`config.mk`:
```
export PLATFORM = sky130hd
export DESIGN_NAME = mbus_bridge_flat
export DESIGN_NICKNAME = d
export VERILOG_FILES = /design/src/rtl/mbus_bridge_pkg.sv /design/src/rtl/mbus_bridge_if.sv /design/src/rtl/mbus_bridge_sync_bit.sv /design/src/rtl/mbus_bridge.sv /design/src/flat_wrapper.sv
export SDC_FILE = /design/constraint.sdc
export NUM_CORES = 1
export LEC_CHECK = 0
export ABC_AREA = 1
export BUFFER_PORTS_ARGS = -buffer_cell sky130_fd_sc_hd__buf_4
export CAP_MARGIN = 0
export CELL_PAD_IN_SITES_DETAIL_PLACEMENT = 0
export CELL_PAD_IN_SITES_GLOBAL_PLACEMENT = 2
export CORE_MARGIN = 3
export CORE_UTILIZATION = 29
export CTS_CLUSTER_DIAMETER = 200
export CTS_CLUSTER_SIZE = 8
export DETAILED_ROUTE_END_ITERATION = 6
export GPL_TIMING_DRIVEN = 1
export HOLD_SLACK_MARGIN = 0.02
export PLACE_DENSITY_LB_ADDON = 0.1
export SLEW_MARGIN = 0
export SYNTH_ARGS = -nofsm -noshare
export SYNTH_HDL_FRONTEND = slang
export SYNTH_HIERARCHICAL = 1
export SYNTH_SLANG_ARGS = --single-unit
```
`constraint.sdc`:
```
create_clock -name CLOCK -period 2.7 [get_ports CLOCK]
set_clock_uncertainty 0.1 [all_clocks]
set_input_delay 0.675 -clock CLOCK [delete_from_list [all_inputs] [get_ports CLOCK]]
set_output_delay 0.675 -clock CLOCK [all_outputs]
set_load 0.02 [all_outputs]
```
`src/rtl/mbus_bridge_pkg.sv`:
```
// Shared definitions for the host memory-bus bridge: FSM encoding,
// strobe idle level and default widths.
package mbus_bridge_pkg;

    // Encoding is visible on the STATE debug output, so values are fixed.
    typedef enum logic [2:0] {
        S_IDLE    = 3'd0,
        S_SETUP   = 3'd1,
        S_STROBE  = 3'd2,
        S_CAPTURE = 3'd3,
        S_RELEASE = 3'd4
    } state_t;

    localparam logic        STROBE_OFF  = 1'b1;
    localparam int unsigned DEF_DW      = 16;
    localparam int unsigned DEF_TIMEOUT = 1023;

endpackage

```
`src/rtl/mbus_bridge_if.sv`:
```
// Core-side request/response signals and host-side MBUS pins of the bridge.
// master = the bridge itself, slave = the core plus host/pad environment.
interface mbus_bridge_if #(
    parameter int unsigned DW = mbus_bridge_pkg::DEF_DW
) ();

    // core side
    logic          mread;
    logic          mwrite;
    logic          mword;
    logic [DW-1:0] md;
    logic [DW-1:0] mq;
    logic          mdone;
    logic          merr;
    logic          intrq;
    logic [2:0]    state;

    // host side, active-low
    logic          mread_n;
    logic          mwrite_n;
    logic          mword_n;
    logic [DW-1:0] bus_o;
    logic          bus_oe;
    logic [DW-1:0] bus_i;
    logic          dena_n;
    logic          ack_n;
    logic          intrq_n;

    modport master (
        input  mread, mwrite, mword, md, bus_i, dena_n, ack_n, intrq_n,
        output mq, mdone, merr, intrq, state,
               mread_n, mwrite_n, mword_n, bus_o, bus_oe
    );

    modport slave (
        output mread, mwrite, mword, md, bus_i, dena_n, ack_n, intrq_n,
        input  mq, mdone, merr, intrq, state,
               mread_n, mwrite_n, mword_n, bus_o, bus_oe
    );

endinterface

```
`src/rtl/mbus_bridge_sync_bit.sv`:
```
// Multi-stage synchroniser for one asynchronous host input.
module sync_bit #(
    parameter int unsigned STAGES    = 2,
    parameter logic        RESET_VAL = 1'b1
) (
    input  logic clk,
    input  logic rst,
    input  logic d,
    output logic q
);

    logic [STAGES-1:0] chain;

    // Shift the raw input through the chain; reset to the inactive level.
    always_ff @(posedge clk) begin
        if (rst) chain <= {STAGES{RESET_VAL}};
        else     chain <= {chain[STAGES-2:0], d};
    end

    assign q = chain[STAGES-1];

endmodule

```
`src/rtl/mbus_bridge.sv`:
```
// Registered transfer engine between the core and the active-low host MBUS.
// Each core request becomes one strobe/acknowledge cycle, with contention
// guard on the pad enable and an optional strobe timeout.
module mbus_bridge
    import mbus_bridge_pkg::*;
#(
    parameter int unsigned DW      = DEF_DW,
    parameter int unsigned SYNC    = 2,
    parameter int unsigned SETUP   = 1,
    parameter int unsigned TIMEOUT = DEF_TIMEOUT,
    parameter int unsigned TO_W    = 10
) (
    input  logic          CLOCK,
    input  logic          RESET,
    mbus_bridge_if.master bus
);

    localparam int unsigned    SU_W   = $clog2(SETUP + 1);
    localparam logic [SU_W-1:0] SU_LIM = SU_W'(SETUP - 1);
    localparam logic [TO_W-1:0] TO_LIM = TO_W'(TIMEOUT);

    logic dena_raw, ack_raw, intrq_raw;
    logic dena_s, ack_s;

    sync_bit #(.STAGES(SYNC), .RESET_VAL(1'b1)) u_sync_dena (
        .clk(CLOCK), .rst(RESET), .d(bus.dena_n), .q(dena_raw));
    sync_bit #(.STAGES(SYNC), .RESET_VAL(1'b1)) u_sync_ack (
        .clk(CLOCK), .rst(RESET), .d(bus.ack_n), .q(ack_raw));
    sync_bit #(.STAGES(SYNC), .RESET_VAL(1'b1)) u_sync_intrq (
        .clk(CLOCK), .rst(RESET), .d(bus.intrq_n), .q(intrq_raw));

    assign dena_s    = ~dena_raw;
    assign ack_s     = ~ack_raw;
    assign bus.intrq = ~intrq_raw;

    state_t          state, state_d;
    logic [TO_W-1:0] to_cnt;
    logic [SU_W-1:0] su_cnt;
    logic            is_write, word;
    logic [DW-1:0]   wdata;

    logic            mread_n_q, mwrite_n_q, mword_n_q, oe_q;
    logic [DW-1:0]   bus_o_q, mq_q;
    logic            mdone_q, merr_q;

    logic            done_d, err_d, strobe_d, oe_d, capture, latch, to_hit;

    // Next state and the per-cycle bus intent; outputs are registered from it.
    always_comb begin
        state_d  = state;
        done_d   = 1'b0;
        err_d    = 1'b0;
        strobe_d = 1'b0;
        oe_d     = 1'b0;
        capture  = 1'b0;
        latch    = 1'b0;
        to_hit   = (TIMEOUT != 0) && (to_cnt == TO_LIM);
        case (state)
            S_IDLE: begin
                if (bus.mread && bus.mwrite) begin
                    done_d = 1'b1;
                    err_d  = 1'b1;
                end else if (bus.mwrite) begin
                    latch   = 1'b1;
                    state_d = S_SETUP;
                end else if (bus.mread) begin
                    latch   = 1'b1;
                    state_d = S_STROBE;
                end
            end
            S_SETUP: begin
                oe_d = 1'b1;
                if (!dena_s && su_cnt == SU_LIM) state_d = S_STROBE;
            end
            S_STROBE: begin
                // Timeout is tested first so it wins over a same-cycle ack.
                if (to_hit) begin
                    done_d  = 1'b1;
                    err_d   = 1'b1;
                    state_d = S_RELEASE;
                end else if (is_write && ack_s) begin
                    done_d  = 1'b1;
                    state_d = S_RELEASE;
                end else if (!is_write && ack_s && dena_s) begin
                    state_d = S_CAPTURE;
                end else begin
                    strobe_d = 1'b1;
                    oe_d     = is_write;
                end
            end
            S_CAPTURE: begin
                capture = 1'b1;
                done_d  = 1'b1;
                state_d = S_RELEASE;
            end
            S_RELEASE: begin
                if (!ack_s) state_d = S_IDLE;
            end
            default: state_d = S_IDLE;
        endcase
    end

    // FSM state register.
    always_ff @(posedge CLOCK) begin
        if (RESET) state <= S_IDLE;
        else       state <= state_d;
    end

    // Counters, request latches and registered bus/core outputs.
    always_ff @(posedge CLOCK) begin
        if (RESET) begin
            to_cnt     <= '0;
            su_cnt     <= '0;
            is_write   <= 1'b0;
            word       <= 1'b0;
            wdata      <= '0;
            mread_n_q  <= STROBE_OFF;
            mwrite_n_q <= STROBE_OFF;
            mword_n_q  <= STROBE_OFF;
            oe_q       <= 1'b0;
            bus_o_q    <= '1;
            mq_q       <= '0;
            mdone_q    <= 1'b0;
            merr_q     <= 1'b0;
        end else begin
            to_cnt <= (state == S_STROBE) ? to_cnt + 1'b1 : '0;
            if (state != S_SETUP)  su_cnt <= '0;
            else if (!dena_s)      su_cnt <= su_cnt + 1'b1;
            if (latch) begin
                is_write <= bus.mwrite;
                word     <= bus.mword;
                if (bus.mwrite) wdata <= bus.md;
            end
            mread_n_q  <= ~(strobe_d & ~is_write);
            mwrite_n_q <= ~(strobe_d & is_write);
            mword_n_q  <= strobe_d ? ~word : STROBE_OFF;
            oe_q       <= oe_d;
            bus_o_q    <= oe_d ? ~wdata : '1;
            if (capture) mq_q <= ~bus.bus_i;
            mdone_q    <= done_d;
            merr_q     <= err_d;
        end
    end

    // The host owning the bus always overrides our enable.
    logic drive;
    assign drive        = oe_q & ~dena_s;
    assign bus.bus_oe   = drive;
    assign bus.bus_o    = drive ? bus_o_q : '1;
    assign bus.mread_n  = mread_n_q;
    assign bus.mwrite_n = mwrite_n_q;
    assign bus.mword_n  = mword_n_q;
    assign bus.mq       = mq_q;
    assign bus.mdone    = mdone_q;
    assign bus.merr     = merr_q;
    assign bus.state    = state;

endmodule

```
`src/flat_wrapper.sv`:
```
// flat-port wrapper written by rule: the top's interface ports become plain ports
module mbus_bridge_flat import mbus_bridge_pkg::*;
#(
    parameter int unsigned DW      = DEF_DW,
    parameter int unsigned SYNC    = 2,
    parameter int unsigned SETUP   = 1,
    parameter int unsigned TIMEOUT = DEF_TIMEOUT,
    parameter int unsigned TO_W    = 10
)
  (CLOCK, RESET, bus_mread, bus_mwrite, bus_mword, bus_md, bus_bus_i, bus_dena_n, bus_ack_n, bus_intrq_n, bus_mq, bus_mdone, bus_merr, bus_intrq, bus_state, bus_mread_n, bus_mwrite_n, bus_mword_n, bus_bus_o, bus_bus_oe);
  mbus_bridge_if #(.DW(DW)) bus_i ();
  input  logic CLOCK;
  input  logic RESET;
  input wire logic [$bits(bus_i.mread)-1:0] bus_mread;
  input wire logic [$bits(bus_i.mwrite)-1:0] bus_mwrite;
  input wire logic [$bits(bus_i.mword)-1:0] bus_mword;
  input wire logic [$bits(bus_i.md)-1:0] bus_md;
  input wire logic [$bits(bus_i.bus_i)-1:0] bus_bus_i;
  input wire logic [$bits(bus_i.dena_n)-1:0] bus_dena_n;
  input wire logic [$bits(bus_i.ack_n)-1:0] bus_ack_n;
  input wire logic [$bits(bus_i.intrq_n)-1:0] bus_intrq_n;
  output wire logic [$bits(bus_i.mq)-1:0] bus_mq;
  output wire logic [$bits(bus_i.mdone)-1:0] bus_mdone;
  output wire logic [$bits(bus_i.merr)-1:0] bus_merr;
  output wire logic [$bits(bus_i.intrq)-1:0] bus_intrq;
  output wire logic [$bits(bus_i.state)-1:0] bus_state;
  output wire logic [$bits(bus_i.mread_n)-1:0] bus_mread_n;
  output wire logic [$bits(bus_i.mwrite_n)-1:0] bus_mwrite_n;
  output wire logic [$bits(bus_i.mword_n)-1:0] bus_mword_n;
  output wire logic [$bits(bus_i.bus_o)-1:0] bus_bus_o;
  output wire logic [$bits(bus_i.bus_oe)-1:0] bus_bus_oe;
  assign bus_i.mread = bus_mread;
  assign bus_i.mwrite = bus_mwrite;
  assign bus_i.mword = bus_mword;
  assign bus_i.md = bus_md;
  assign bus_i.bus_i = bus_bus_i;
  assign bus_i.dena_n = bus_dena_n;
  assign bus_i.ack_n = bus_ack_n;
  assign bus_i.intrq_n = bus_intrq_n;
  assign bus_mq = bus_i.mq;
  assign bus_mdone = bus_i.mdone;
  assign bus_merr = bus_i.merr;
  assign bus_intrq = bus_i.intrq;
  assign bus_state = bus_i.state;
  assign bus_mread_n = bus_i.mread_n;
  assign bus_mwrite_n = bus_i.mwrite_n;
  assign bus_mword_n = bus_i.mword_n;
  assign bus_bus_o = bus_i.bus_o;
  assign bus_bus_oe = bus_i.bus_oe;
  mbus_bridge #(.DW(DW), .SYNC(SYNC), .SETUP(SETUP), .TIMEOUT(TIMEOUT), .TO_W(TO_W)) u_core (.CLOCK(CLOCK), .RESET(RESET), .bus(bus_i));
endmodule
```
# Word level (Yosys, flattened, before mapping)
# Index checks and enable logic that the tools add are counted.
# Widths: inputs -> output; s select.
[word_totals]
regBits = 76
[op_classes]
eq_ne = 11
n_mux = 29
bitwise_logic = 16
addsub = 2
n_reduce_logical = 13
[ops]
columns = ["cell", "count"]
rows = [
  ["$not 16->16", 2],
  ["$mux 3", 8],
  ["$mux 1", 16],
  ["$mux 16", 1],
  ["$pmux 3 s5", 1],
  ["$not 1->1", 11],
  ["$add 10x1->10 const B", 1],
  ["$eq 10x10->1 const B", 1],
  ["$reduce_or 2->1", 4],
  ["$eq 3x2->1 const B", 2],
  ["$logic_and 1x1->1", 5],
  ["$reduce_and 5->1", 1],
  ["$ne 2x2->1 const B", 2],
  ["$ne 4x1->1 const B", 1],
  ["$pmux 1 s2", 2],
  ["$and 1x1->1", 3],
  ["$eq 3x1->1 const B", 1],
  ["$eq 3x3->1 const B", 1],
  ["$logic_not 3->1", 1],
  ["$ne 3x1->1 const B", 1],
  ["$ne 3x3->1 const B", 1],
  ["$pmux 1 s3", 1],
  ["$ne 2x1->1 const B", 1],
  ["$reduce_and 2->1", 1],
  ["2 further kinds", 2],
]

# Logic depth before layout (Yosys ltp)
[depth]
ltp_word = 9
mapped_depth = 11
ltp_nobuf = 9

# Hierarchy
# The synthesis kept the hierarchy.
[modules_own_cells]
columns = ["module", "cells_each", "n_inst", "area_each_um2", "seq_area_each_um2"]
rows = [
  ["mbus_bridge", 306, 1, 2596.2, 1401.3],
  ["sync_bit", 7, 3, 58.8, 40.0],
]

# Worst setup path after synthesis
# OpenSTA, ideal clock, no wires.
[synth_timing]
path_kind = "input-to-reg"
start = "input port bus_mwrite"
end = "register u_core.wdata[0]"
stages = 10
setup_time_ps = 132
path_slack_ps = 463
t_arrival_ps = 2005
required_ps = 2468
path_buffers = 3
path_cell_list = "clkbuf_1 -> buf_4 -> inv_1 -> ha_1 -> inv_1 -> nor2_8 -> nand2_4 -> buf_6 -> nand2_1 -> a21oi_1"
[synth_via]
elab_chain_cells = 4
[synth_lines]
columns = ["item", "line_no", "source"]
rows = [
  ["start: declaration", "flat_wrapper.sv:15", "input wire logic [$bits(bus_i.mwrite)-1:0] bus_mwrite;"],
  ["$mux 1 or $logic_and 1x1->1 (tied branches)", "mbus_bridge.sv:63, mbus_bridge.sv:60", ""],
  ["$mux 1", "mbus_bridge.sv:60", "if (bus.mread && bus.mwrite) begin"],
  ["$mux 1", "mbus_bridge.sv:58", "case (state)"],
  ["$reduce_and 2->1 (no source line) (*)", "--", ""],
  ["end signal: assignment", "mbus_bridge.sv:132", "if (bus.mwrite) wdata <= bus.md;"],
  ["end: declaration", "mbus_bridge.sv:40", "logic [DW-1:0] wdata;"],
]
# Every way passes the cells marked *; elsewhere a longest branch is shown, timed or not.
# A chain may end at the register's enable or synchronous reset.

# Worst setup path in the final report
[layout_timing]
start = "register u_core.u_sync_dena.chain[1]"
end = "output port bus_bus_o[4]"
[layout_via]
elab_chain_cells = 2
[layout_lines]
columns = ["item", "line_no", "source"]
rows = [
  ["start: declaration", "mbus_bridge_sync_bit.sv:12", "logic [STAGES-1:0] chain;"],
  ["start signal: assignment", "mbus_bridge_sync_bit.sv:16", "if (rst) chain <= {STAGES{RESET_VAL}};"],
  ["start signal: assignment", "mbus_bridge_sync_bit.sv:17", "else chain <= {chain[STAGES-2:0], d};"],
  ["$and 1x1->1", "mbus_bridge.sv:147", "assign drive = oe_q & ~dena_s;"],
  ["$mux 16", "mbus_bridge.sv:149", "assign bus.bus_o = drive ? bus_o_q : '1;"],
  ["end: declaration", "flat_wrapper.sv:30", "output wire logic [$bits(bus_i.bus_o)-1:0] bus_bus_o;"],
]
# No other way between the ends.

==> results_dict.tcl <==
set metrics [dict create \
    p_per_area_mw_per_mm2 786 \
    synth_edf_count 0 \
    crit_path_start "u_core/u_sync_dena/chain[1]" \
    place.gp.congestion 0.690 \
    status "completed" \
    die_height_um 104 \
    layout_common_cells "buf_4 (83), dfxtp_1 (76), nand2_1 (62)" \
    r2r_end "u_core/wdata[6]" \
    gr-total-overflow 0 \
    maxSlewHeadroom_pct 71.1 \
    r2r-start "u_core/bus.state[1]" \
    die_area_mm2 0.0108 \
    min_period_ns 2.34 \
    ant_nets 0 \
    setup.worst_path.end_class "primary output" \
    worst_slew_pin_slew_ns 0.432 \
    async_flop_share_pct 0 \
    core_mm2 0.00928 \
    synth-seq-cells 76 \
    viasPerCell 4.21 \
    cp-start-kind "register" \
    p_leak_nw 1.60 \
    final_nets 452 \
    track_usage_pct 12.1 \
    ys_warn_count 6 \
    max-vdd-ir-drop_uv 310 \
    p_int_w 0.00203 \
    p_switching_w 0.000895 \
    hpwl_mm 4.41 \
    portBuffers 81 \
    grt_max_degree 34 \
    worstSetupEndpoint "bus_bus_o[4]" \
    clkPwrFrac_pct 33.7 \
    critPathKind "reg2out" \
    cp.required_ns 1.92 \
    rr_worst_depth 6 \
    grt_pass1_vias 2209 \
    syn_area_mm2 0.00277 \
    worstPathArrival_ns 1.56 \
    final_area_mm2 0.00372 \
    chipWidth_um 104 \
    yosysSeqAreaShare_pct 54.9 \
    switching_share_pct 30.6 \
    cts_setup_buffers 0 \
    cts_buffer_depth 2 \
    diodes 0 \
    htreeDepth 3 \
    drt-total-wl_mm 6.24 \
    reg2reg_slack_ns 1.08 \
    syn_to_final_growth_pct 34.1 \
    cts_tree "built" \
    drive_gt1_share_pct 31.9 \
    combPwrFrac_pct 21.7 \
    min_path_cells 1 \
    firstDrtPassIters 4 \
    avgRoutedWirePerCell_um 11.5 \
    antenna_found_initial 0 \
    p_seq_share_pct 44.6 \
    cts.sinks 76 \
    grt_setup_unrepaired "false" \
    setup_viol 0 \
    timing.final.crit_share_pct 86.6 \
    synth_cell_types 27 \
    synthCells 327 \
    initial_core_util_pct 29.9 \
    slew_violations 0 \
    final_common_cell "buf_4" \
    numCtsBuffers 9 \
    drc_errors 0 \
    cts_root_buf "clkbuf_8" \
    hold_buffers 0 \
    rows 35 \
    finalSetupTns_ns 0 \
    critPathMaxFanout 17 \
    placed_area_mm2 0.00348 \
    drv_cap 0 \
    synth_fp_nets 370 \
    ctsResizeCount 0 \
    synthFlopType "dfxtp_1" \
    maxClockFrequency_mhz 428 \
    clk_pin_slew_worst_paths_ns 0.09 \
    grt_first_pass_wirelength_mm 10.5 \
    num_vias 2284 \
    syn_area_per_cell_um2 8.48 \
    finalHoldViolCount 0 \
    insertion_delay_ns 0.34 \
    ioPinCount 82 \
    hold_class "reg2reg" \
    dr.first_iter.drc_count 89 \
]
==> registers in the layout, indices dropped and copies added (netlist names), 2 cells and up <==
name                       count
u_core/bus.mq                 16
u_core/bus.state               3
u_core/bus_o_q                16
u_core/to_cnt                 10
u_core/u_sync_ack/chain        2
u_core/u_sync_dena/chain       2
u_core/u_sync_intrq/chain      2
u_core/wdata                  16
==> layout make-up <==
class	count	area [um^2]
inverter	33	125
clock inverter	6	95.1
tap	129	161
timing repair buffer	83	623
clock buffer	10	138
multi-input combinational	206	1050
fill	1016	5570
sequential	76	1520
==> stage by stage <==
step / total power (W) / std cells / setup slack (ns) / hold slack (ns) / utilization (%)
after floorplan: 0.00176 / 327 / 0.463 / 0.262 / -
after global placement: 0.00198 / 527 / 0.503 / 0.277 / 37.5
after detailed placement: 0.00198 / 527 / 0.453 / 0.272 / 37.5
after CTS: 0.00298 / 543 / 0.269 / 0.294 / 40.0
after global routing: 0.00312 / 543 / 0.206 / 0.306 / 40.0
final: 0.00292 / 543 / 0.363 / 0.290 / 40.0
==> power by group through the flow <==
stage                     logic, W  registers [W]  clock network [W]
after floorplan           0.000371        0.00139                  0
after global placement    0.000644        0.00133                  0
after detailed placement  0.000647        0.00133                  0
after CTS                 0.000648        0.00131            0.00103
after global routing      0.000715        0.00132            0.00108
final                     0.000634        0.00130           0.000984
==> layer usage <==
metal | part of all wire, % | wire length, um | track usage [%]
met5 | 0 | 0 | 0
met4 | 1.4 | 87 | 5.70
met3 | 5.1 | 315 | 3.43
met2 | 48 | 3020 | 19.6
met1 | 45 | 2810 | 14.9
==> cells in the mapped netlist (all sizes together), types with 2 or more instances <==
master / instances / area [um^2]
nor2: 17 / 95.1
dfxtp: 76 / 1520
clkbuf: 7 / 26.3
a21oi: 48 / 244
o21ai: 22 / 110
buf: 5 / 46.3
or2: 17 / 106
nand3: 27 / 145
inv: 32 / 120
nand2: 66 / 273
ha: 3 / 37.5
nor3: 2 / 10.0
==> critical path: stages, from the launching register on <==
cell     delay, ns
dfxtp_1       0.39
nand2_1       0.29
or2_2         0.38
buf_4         0.16
==> kinds of logic after synthesis <==
family / synth area share [%]
flip-flops: 54.9
AND/OR/NAND/NOR: 23.6
buffers and inverters: 7.13
AO/OA/AOI/OAI: 13.0
adder cells (fa/ha/maj): 1.35
==> worst min-delay path by stage <==
stage	startpoint	end	slack (ns)
global route	u_core/wdata[6]	u_core/bus_o_q[6]	0.31
CTS	u_core/wdata[9]	u_core/bus_o_q[9]	0.29
floorplan	u_core/word	u_core/bus.mword_n	0.26
detailed placement	u_core/wdata[9]	u_core/bus_o_q[9]	0.27
finish	u_core/wdata[9]	u_core/bus_o_q[9]	0.29
global placement	u_core/wdata[6]	u_core/bus_o_q[6]	0.28
Power figures use the tool's default switching activity.
